`src/rtl/max7219_pkg.sv`:
```
// -----------------------------------------------------------------------------
// max7219_pkg
// Shared definitions for the MAX7219 daisy-chain transmitter.
//   - MAX7219 register address map
//   - WORD_W       : bits per device command word (address byte + data byte)
//   - tx_state_e   : transmitter state encoding {ST_GAP, ST_SHIFT}
//   - make_word()  : packs one device's address/data bytes into a command word
// No ports (package).
// -----------------------------------------------------------------------------
package max7219_pkg;

    localparam int WORD_W = 16;

    // MAX7219 register map
    localparam logic [7:0] REG_NOOP         = 8'h00;
    localparam logic [7:0] REG_DIGIT0       = 8'h01;
    localparam logic [7:0] REG_DIGIT1       = 8'h02;
    localparam logic [7:0] REG_DIGIT2       = 8'h03;
    localparam logic [7:0] REG_DIGIT3       = 8'h04;
    localparam logic [7:0] REG_DIGIT4       = 8'h05;
    localparam logic [7:0] REG_DIGIT5       = 8'h06;
    localparam logic [7:0] REG_DIGIT6       = 8'h07;
    localparam logic [7:0] REG_DIGIT7       = 8'h08;
    localparam logic [7:0] REG_DECODE_MODE  = 8'h09;
    localparam logic [7:0] REG_INTENSITY    = 8'h0A;
    localparam logic [7:0] REG_SCAN_LIMIT   = 8'h0B;
    localparam logic [7:0] REG_SHUTDOWN     = 8'h0C;
    localparam logic [7:0] REG_DISPLAY_TEST = 8'h0F;

    typedef enum logic [0:0] {
        ST_GAP   = 1'b0,
        ST_SHIFT = 1'b1
    } tx_state_e;

    // The MAX7219 expects the address byte first, then the data byte.
    function automatic logic [WORD_W-1:0] make_word(input logic [7:0] addr,
                                                    input logic [7:0] dat);
        return {addr, dat};
    endfunction

endpackage

```
`src/rtl/max7219_sclk_gen.sv`:
```
// -----------------------------------------------------------------------------
// max7219_sclk_gen
// CLK_DIV phase counter producing the serial clock for the MAX7219 chain.
// While enabled, sclk is low for CLK_DIV cycles then high for CLK_DIV cycles.
// While disabled, the counter is cleared and sclk is held low, so every
// enable starts with a full low phase.
// Ports:
//   clk     in   system clock
//   reset   in   asynchronous reset, active-high
//   en_i    in   run the divider (transmitter is shifting)
//   sclk_o  out  registered serial clock, idle low
//   fall_o  out  strobe: the coming clk edge ends the high phase (sclk falls)
// -----------------------------------------------------------------------------
module max7219_sclk_gen #(
    parameter int CLK_DIV = 4
) (
    input  logic clk,
    input  logic reset,
    input  logic en_i,
    output logic sclk_o,
    output logic fall_o
);

    localparam int               DIV_W    = $clog2(CLK_DIV + 1);
    localparam logic [DIV_W-1:0] DIV_LAST = DIV_W'(CLK_DIV - 1);

    logic [DIV_W-1:0] div_q;
    logic [DIV_W-1:0] div_d;
    logic             sclk_q;
    logic             sclk_d;
    logic             phase_end_s;

    assign phase_end_s = en_i && (div_q == DIV_LAST);
    assign fall_o      = phase_end_s && sclk_q;
    assign sclk_o      = sclk_q;

    // Next-state for the phase counter and the sclk level.
    always_comb begin
        div_d  = div_q;
        sclk_d = sclk_q;
        if (!en_i) begin
            div_d  = '0;
            sclk_d = 1'b0;
        end else if (phase_end_s) begin
            div_d  = '0;
            sclk_d = !sclk_q;
        end else begin
            div_d  = div_q + DIV_W'(1);
            sclk_d = sclk_q;
        end
    end

    // Phase counter and sclk registers.
    always_ff @(posedge clk or posedge reset) begin
        if (reset) begin
            div_q  <= '0;
            sclk_q <= 1'b0;
        end else begin
            div_q  <= div_d;
            sclk_q <= sclk_d;
        end
    end

endmodule

```
`src/rtl/max7219_chain_tx.sv`:
```
// -----------------------------------------------------------------------------
// max7219_chain_tx
// Serial transmitter for a daisy-chain of SIZE MAX7219 drivers. Each frame
// carries one 16-bit word per device inside a single cs-low window, MSB first,
// farthest device (SIZE-1) first. cs rising latches all devices at once.
// Frame period is 32*SIZE*CLK_DIV + CS_GAP clk cycles.
//
// Optional build macro: MAX7219_TX_SKIP_REPEAT_EN
//   When defined, a frame whose address/data equal the last transmitted frame
//   is not sent; finished is still pulsed and the gap restarts, giving a
//   CS_GAP+1 cycle period. The first frame after reset is always sent.
//
// Ports:
//   clk       in   system clock
//   reset     in   asynchronous reset, active-high
//   address   in   [8*SIZE] register address, slice [8k+7:8k] -> device k
//   data      in   [8*SIZE] register data, same slicing
//   mosi      out  serial data to DIN of device 0
//   sclk      out  serial clock, idle low (devices sample on its rising edge)
//   cs        out  LOAD/CS, active-low
//   finished  out  one-cycle pulse in the first cycle of each gap
// -----------------------------------------------------------------------------
module max7219_chain_tx
    import max7219_pkg::*;
#(
    parameter int SIZE    = 2,
    parameter int CLK_DIV = 4,
    parameter int CS_GAP  = 2
) (
    input  logic              clk,
    input  logic              reset,
    input  logic [8*SIZE-1:0] address,
    input  logic [8*SIZE-1:0] data,
    output logic              mosi,
    output logic              sclk,
    output logic              cs,
    output logic              finished
);

    localparam int FRAME_W = WORD_W * SIZE;
    localparam int BIT_W   = $clog2(FRAME_W + 1);
    localparam int GAP_W   = $clog2(CS_GAP + 1);

    localparam logic [BIT_W-1:0] BIT_LAST = BIT_W'(FRAME_W - 1);
    localparam logic [GAP_W-1:0] GAP_LAST = GAP_W'(CS_GAP - 1);

    tx_state_e          state_q;
    logic [FRAME_W-1:0] shreg_q;
    logic [BIT_W-1:0]   bit_q;
    logic [GAP_W-1:0]   gap_q;
    logic               cs_q;
    logic               mosi_q;
    logic               fin_q;

    logic [FRAME_W-1:0] frame_s;
    logic               sclk_fall_s;
    logic               gap_end_s;
    logic               skip_s;
    logic               hold_s;

`ifdef MAX7219_TX_SKIP_REPEAT_EN
    logic               valid_q;
    logic               restart_q;
    logic [FRAME_W-1:0] last_q;

    assign skip_s = valid_q && ({address, data} == last_q);
    // A skipped frame re-enters the gap; the extra held cycle makes the
    // skip period CS_GAP+1 rather than CS_GAP.
    assign hold_s = restart_q;

    // Remember the last transmitted command and arm the one-cycle gap hold.
    always_ff @(posedge clk or posedge reset) begin
        if (reset) begin
            valid_q   <= 1'b0;
            restart_q <= 1'b0;
            last_q    <= '0;
        end else begin
            restart_q <= gap_end_s && skip_s;
            if (gap_end_s && !skip_s) begin
                valid_q <= 1'b1;
                last_q  <= {address, data};
            end
        end
    end
`else
    assign skip_s = 1'b0;
    assign hold_s = 1'b0;
`endif

    assign gap_end_s = (state_q == ST_GAP) && !hold_s && (gap_q == GAP_LAST);

    // Frame image: device SIZE-1 occupies the top word so it leaves first and
    // ends up travelling furthest down the chain.
    always_comb begin
        frame_s = '0;
        for (int k = 0; k < SIZE; k++) begin
            frame_s[WORD_W*k +: WORD_W] = make_word(address[8*k +: 8], data[8*k +: 8]);
        end
    end

    max7219_sclk_gen #(
        .CLK_DIV (CLK_DIV)
    ) u_sclk_gen (
        .clk    (clk),
        .reset  (reset),
        .en_i   (state_q == ST_SHIFT),
        .sclk_o (sclk),
        .fall_o (sclk_fall_s)
    );

    // Transmit FSM with registered cs, mosi and finished.
    always_ff @(posedge clk or posedge reset) begin
        if (reset) begin
            state_q <= ST_GAP;
            shreg_q <= '0;
            bit_q   <= '0;
            gap_q   <= '0;
            cs_q    <= 1'b1;
            mosi_q  <= 1'b0;
            fin_q   <= 1'b0;
        end else begin
            case (state_q)
                ST_GAP: begin
                    bit_q <= '0;
                    if (gap_end_s) begin
                        gap_q <= '0;
                        if (skip_s) begin
                            fin_q <= 1'b1;
                        end else begin
                            shreg_q <= frame_s;
                            mosi_q  <= frame_s[FRAME_W-1];
                            cs_q    <= 1'b0;
                            fin_q   <= 1'b0;
                            state_q <= ST_SHIFT;
                        end
                    end else begin
                        fin_q <= 1'b0;
                        if (!hold_s) begin
                            gap_q <= gap_q + GAP_W'(1);
                        end
                    end
                end

                ST_SHIFT: begin
                    gap_q <= '0;
                    fin_q <= 1'b0;
                    if (sclk_fall_s) begin
                        if (bit_q == BIT_LAST) begin
                            cs_q    <= 1'b1;
                            fin_q   <= 1'b1;
                            mosi_q  <= 1'b0;
                            bit_q   <= '0;
                            state_q <= ST_GAP;
                        end else begin
                            shreg_q <= {shreg_q[FRAME_W-2:0], 1'b0};
                            mosi_q  <= shreg_q[FRAME_W-2];
                            bit_q   <= bit_q + BIT_W'(1);
                        end
                    end
                end

                default: begin
                    state_q <= ST_GAP;
                    gap_q   <= '0;
                    bit_q   <= '0;
                    cs_q    <= 1'b1;
                    mosi_q  <= 1'b0;
                    fin_q   <= 1'b0;
                end
            endcase
        end
    end

    assign cs       = cs_q;
    assign mosi     = mosi_q;
    assign finished = fin_q;

endmodule

```
`config.mk`:
```
export PLATFORM = sky130hd
export DESIGN_NAME = max7219_chain_tx
export DESIGN_NICKNAME = d
export VERILOG_FILES = /design/src/rtl/max7219_pkg.sv /design/src/rtl/max7219_sclk_gen.sv /design/src/rtl/max7219_chain_tx.sv
export SDC_FILE = /design/constraint.sdc
export NUM_CORES = 1
export LEC_CHECK = 0
export CORE_MARGIN = 1
export CORE_UTILIZATION = 57
export CTS_CLUSTER_SIZE = 10
export DETAILED_ROUTE_END_ITERATION = 7
export PLACE_DENSITY = 0.89
export REMOVE_ABC_BUFFERS = 1
export SYNTH_ARGS = -nofsm -noshare
export SYNTH_HDL_FRONTEND = slang
export SYNTH_HIERARCHICAL = 1
export SYNTH_SLANG_ARGS = --single-unit
```
`constraint.sdc`:
```
create_clock -name clk -period 4.3 [get_ports clk]
set_input_delay 0.86 -clock clk [delete_from_list [all_inputs] [get_ports clk]]
set_output_delay 0.86 -clock clk [all_outputs]
set_load 0.02 [all_outputs]
```
; ---- Word level (Yosys, flattened, before mapping)
; Cells that the tools add are included.
; Widths: inputs -> output; s select.
[totals]
register_bits = 47
input_bits = 34
output_inout_bits = 4
[op_classes]
addsub = 3
n_eq_ne = 8
mux = 28
n_bitwise = 1
reduce_logical = 7
[op_table]
columns = op, n
row1 = $mux 31, 3
row2 = $pmux 31 s2, 1
row3 = $mux 1, 13
row4 = $mux 6, 2
row5 = $pmux 6 s2, 1
row6 = $pmux 1 s2, 4
row7 = $add 6x1->6 const B, 1
row8 = $eq 6x5->1 const B, 1
row9 = $mux 3, 2
row10 = $ne 2x1->1 const B, 3
row11 = $reduce_and 3->1, 2
row12 = $ne 2x2->1 const B, 2
row13 = $pmux 2 s2, 1
row14 = $add 3x1->3 const B, 1
row15 = $eq 3x2->1 const B, 1
row16 = $logic_and 1x1->1, 3
row17 = $add 2x1->2 const B, 1
row18 = $eq 2x1->1 const B, 1
row19 = $mux 2, 1
row20 = $reduce_and 2->1, 1
row21 = $logic_not 1->1, 1
row22 = $not 1->1, 1

; ---- Logic depth before layout (Yosys ltp)
[depth]
ltp_word = 5
depth_mapped = 9
depth_no_buf = 7

; ---- By module
; Netlist, hierarchy kept.
[by_module_without_submodules]
columns = mod, instances, cells_per_inst, area_per_inst_um2
row1 = max7219_chain_tx, 1, 156, 2183.3
row2 = max7219_sclk_gen, 1, 16, 173.9

; ---- Worst setup path after synthesis
; No wires, ideal clock.
[synth_timing]
path_type = flip-flop to flip-flop
startpoint = register u_sclk_gen.div_q[0]
endpoint = register shreg_q[10]
setup_time_ns = 0.125
arrival_ns = 1.752
required_ns = 4.175
slack_ns = 2.423
stages_incl_launch_ff = 10
cell_sequence = dfrtp_1 > ha_1 > nand2b_1 > nor2_1 > buf_2 > nand2_1 > o21ai_2 > nor2_2 > buf_6 > mux2_4
[synth_between]
elab_chain_len = 5
[synth_rtl]
columns = item, line_no
row1 = from (decl), max7219_sclk_gen.sv:27  ; logic [DIV_W-1:0] div_q;
row2 = from (signal assigned), max7219_sclk_gen.sv:59  ; div_q <= div_d;
row3 = $eq 3x2->1, max7219_sclk_gen.sv:33  ; assign phase_end_s = en_i && (div_q == DIV_LAST);
row4 = $logic_and 1x1->1, max7219_sclk_gen.sv:33
row5 = $logic_and 1x1->1, max7219_sclk_gen.sv:34  ; assign fall_o = phase_end_s && sclk_q;
row6 = net sclk_fall_s, max7219_chain_tx.sv:56  ; logic sclk_fall_s;
row7 = $ne 2x1->1 (no line), --
row8 = $reduce_and 3->1 (no line), --
row9 = to (signal assigned), max7219_chain_tx.sv:130  ; shreg_q <= frame_s;
row10 = to (signal assigned), max7219_chain_tx.sv:155  ; shreg_q <= {shreg_q[FRAME_W-2:0], 1'b0};
row11 = to (decl), max7219_chain_tx.sv:48  ; logic [FRAME_W-1:0] shreg_q;
; The timed path passes the listed nets, and every way through them passes these cells.
; A chain may end at the register's enable or synchronous reset.

; ---- Final worst setup path
[layout_timing]
startpoint = register state_q
endpoint = register shreg_q[29]
[layout_between]
elab_chain_len = 4
elab_cells_between_ends = 9
classes_between = eq/ne: 3 / mux: 1 / bitwise: 1 / reduce/logical: 4
[layout_rtl]
columns = item, line_no
row1 = from (decl), max7219_chain_tx.sv:47  ; tx_state_e state_q;
row2 = from (signal assigned), max7219_chain_tx.sv:114  ; state_q <= ST_GAP;
row3 = from (signal assigned), max7219_chain_tx.sv:134  ; state_q <= ST_SHIFT;
row4 = from (signal assigned), max7219_chain_tx.sv:153  ; state_q <= ST_GAP;
row5 = $logic_and 1x1->1, max7219_sclk_gen.sv:33
row6 = $logic_and 1x1->1, max7219_sclk_gen.sv:34
row7 = net sclk_fall_s, max7219_chain_tx.sv:56
row8 = $ne 2x1->1 (no line), --
row9 = $reduce_and 3->1 (no line), --
; The timed path passes the listed nets, and every way through them passes these cells.

==> results.yml <==
synthesis:
  synth_top_family_by_area: "multiplexers"
  syn_area_per_cell_um2: 13.7
  netlist_area_mm2: 0.00236
  synthMuxAreaShare_pct: 33.3
  synth.top_cell.area_share_pct: 48.8
  synth-compound-area-share_pct: 3.56
  synth-simple-area-share_pct: 7.59
  synthAdderAreaFrac_pct: 1.06
  synth_seq_cells: 47
  synth_xor_area_share_pct: 1.49
  synth_area_leaders: "dfrtp_1, mux2_4, mux2_2"
  ys_async_sr_fraction_pct: 100
  synth_most_common_cell: "dfrtp_1"
  seq_area_frac_synth_pct: 49.9
  ys_types: 31
  synth.top_cells.by_count: "dfrtp_1, mux2_2, mux2_4, nand2_1, nor2_1"
  synth_area_leader_cell: "dfrtp_1"
  synth-edff-count: 0
  synthFlopType: "dfrtp_1"
  netlist_instances: 172
  synth_warnings: 6
pwr:
  swShare_pct: 21.3
  p_sw_uw: 169
  powerDensity_mw_per_mm2: 279
  p_seq_share_pct: 58.4
  combPwrFrac_pct: 9.1
  power.internal_uw: 621
  clock_power_share_pct: 32.4
  ir_worst_vdd_mv: 0.191
  p_leak_uw: 0.00127
worst_setup_path:
  critPathMaxFanout: 31
  rr_startpoint: "state_q"
  critPathTopFamily: "simple AND/OR/NAND/NOR gates"
  crit_buf_inv: 0
  worstPathRequired_ns: 4.50
  reg2reg_to: "shreg_q[29]"
  critical-path-max-stage-delay_ns: 0.91
  reg2regPathDepth: 6
  critPathKind: "register to register"
  crit_top_cell: "nand2_1"
  end_kind: "register"
  crit_chain: "nand2_1, nor2_1, nand2_1, o21ai_2, nor2_4, mux2_2"
  crit_cells: 6
  cp.arrival_ns: 2.87
  r2r_slack_ns: 1.63
  worstSetupStartpointType: "register"
  critPathSlowestCell: "nor2_4"
place:
  place.gp.congestion: 0.848
  portBuffers: 37
  hpwl_mm: 2.92
  placed_cells: 253
  placed_area_mm2: 0.00275
clock_network:
  htreeDepth: 2
  cts_resized: 0
  cts_tree: "yes"
  cts_buffers: 5
  ctsHoldBuffers: 0
  postCtsSetupRepairBufs: 0
  clk_latency_ns: 0.31
  clock-sinks: 47
  cts_root_buffer: "clkbuf_8"
  clk_path_buf_depth: 2
  path_clk_slew_ns: 0.08
timing:
  period_needed_ns: 2.67
  finalCritPeriodShare_pct: 62.1
  setup_viol: 0
  slew_headroom_pct: 20.9
  slew_viol_final: 0
  worst_pin_slew_ns: 1.18
  tns_ns: 0
  clock_skew_ns: 0.00489
  fmax_ghz: 0.374
  hold_viol: 0
  rsz0062_at_grt: "no"
  whs_ns: 0.449
drt:
  postRouteAntennaNets: 0
  viasPerCell: 5.52
  drt_first_iter_violations: 43
  drtPass1Iterations: 4
  wire_per_inst_um: 16.1
  drc: 0
  routed_wirelength_mm: 4.20
  dr_total_vias: 1440
die:
  fp.dieH_um: 66.3
  initial_utilization_pct: 59.4
  die_w_um: 66.3
  fp.dieArea_mm2: 0.00440
  coreArea_mm2: 0.00397
  fp-row-count: 23
  io_pins: 38
grt:
  grt_pass1_wl_mm: 6.97
  grt.total_usage_pct: 21.9
  grt_max_degree: 44
  grt.overflow.total: 0
  grt_pass1_vias: 1482
  grt_antenna_before_repair: 0
run_status:
  status: "completed"
cells_and_area:
  final_area_mm2: 0.00283
  drive_gt1_share_pct: 33.6
  stdcell_count: 261
  nNetsFinal: 246
  area_growth_pct: 20.2
  diodes: 0
worst_hold_path:
  hp-start: "gap_q[0]"
  hold_depth: 1
  min_delay_worst_endpoint: "gap_q[0]"
  hp-class: "register to register"
run:
  max_cap_violations: 0
==> worst max path at each step <==
stage | endpoint | from | slack [ns]
after floorplan | shreg_q[29] | state_q | 1.06
after global placement | shreg_q[29] | state_q | 1.75
after detailed placement | shreg_q[29] | state_q | 1.63
after CTS | shreg_q[29] | state_q | 1.63
after global routing | shreg_q[29] | state_q | 1.45
final | shreg_q[29] | state_q | 1.63
==> final cells by class <==
class	count	area, um2
Sequential cell	47	1180
Fill cell	276	1140
Multi-Input combinational cell	113	1110
Timing Repair Buffer	39	385
Clock buffer	8	80.1
Tap cell	50	62.6
Inverter	4	15.0
==> sequential cells by signal (all words and copies together), names as in the netlist <==
name and flops:
u_sclk_gen/sclk_o 1, bit_q 6, finished 1, state_q 1, mosi 1, u_sclk_gen/div_q 3, shreg_q 31, gap_q 2
cs 1
==> cell families after synthesis <==
family	count (synthesis)
flops	47
mux	60
buf+inv	12
xor+xnor	4
fa+ha+maj	2
compound gates	13
simple gates	34
==> cells in the final DEF (no fill, tap or decap) <==
cell type | synthesis | final
a21o_1 | 1 | 1
a21oi_1 | 3 | 3
a22oi_1 | 1 | 1
and2_1 | 1 | 1
and3_1 | 4 | 4
buf_4 | 1 | 2
clkbuf_1 | 3 | 3
clkbuf_8 | 0 | 5
clkdlybuf4s50_1 | 0 | 37
clkinv_1 | 0 | 1
dfrtp_1 | 46 | 46
dfstp_2 | 1 | 1
ha_1 | 2 | 2
inv_1 | 4 | 3
mux2_2 | 31 | 31
mux2_4 | 29 | 29
nand2_1 | 9 | 9
nand2b_1 | 1 | 1
nand3_1 | 2 | 2
nand3b_1 | 1 | 1
nand4bb_1 | 1 | 1
nor2_1 | 9 | 9
nor2_4 | 0 | 1
nor2b_1 | 2 | 2
nor3b_1 | 1 | 1
o2111ai_1 | 2 | 2
o21ai_0 | 4 | 4
o21ai_2 | 1 | 1
o31ai_1 | 1 | 1
or2b_1 | 1 | 1
or3b_4 | 1 | 1
xor2_1 | 4 | 4
==> layer usage <==
layer,global-route usage [%],vias to the layer above,share of wire [%]
met2,34.2,31,49
met5,0,-,0
met4,12.5,0,2.6
li1,-,679,-
met1,28.0,721,45
met3,4.83,9,3.5
==> power groups by stage <==
stage | registers (uW) | clock network [uW] | logic, uW
after floorplan | 468 | 0 | 34.8
after CTS | 461 | 263 | 73.7
after global placement | 469 | 0 | 70.0
after global routing | 463 | 284 | 78.5
after detailed placement | 470 | 0 | 73.0
final | 462 | 256 | 72.2
==> stage by stage <==
stage / worst slack [ns] / utilization, % / total power [uW]
2_1_floorplan: 1.06 / - / 503
3_3_place_gp: 1.75 / 69.3 / 539
3_5_place_dp: 1.63 / 69.3 / 543
4_1_cts: 1.63 / 71.3 / 798
5_1_grt: 1.45 / 71.3 / 826
6_report: 1.63 / 71.3 / 790
Power figures use the tool's default switching activity.
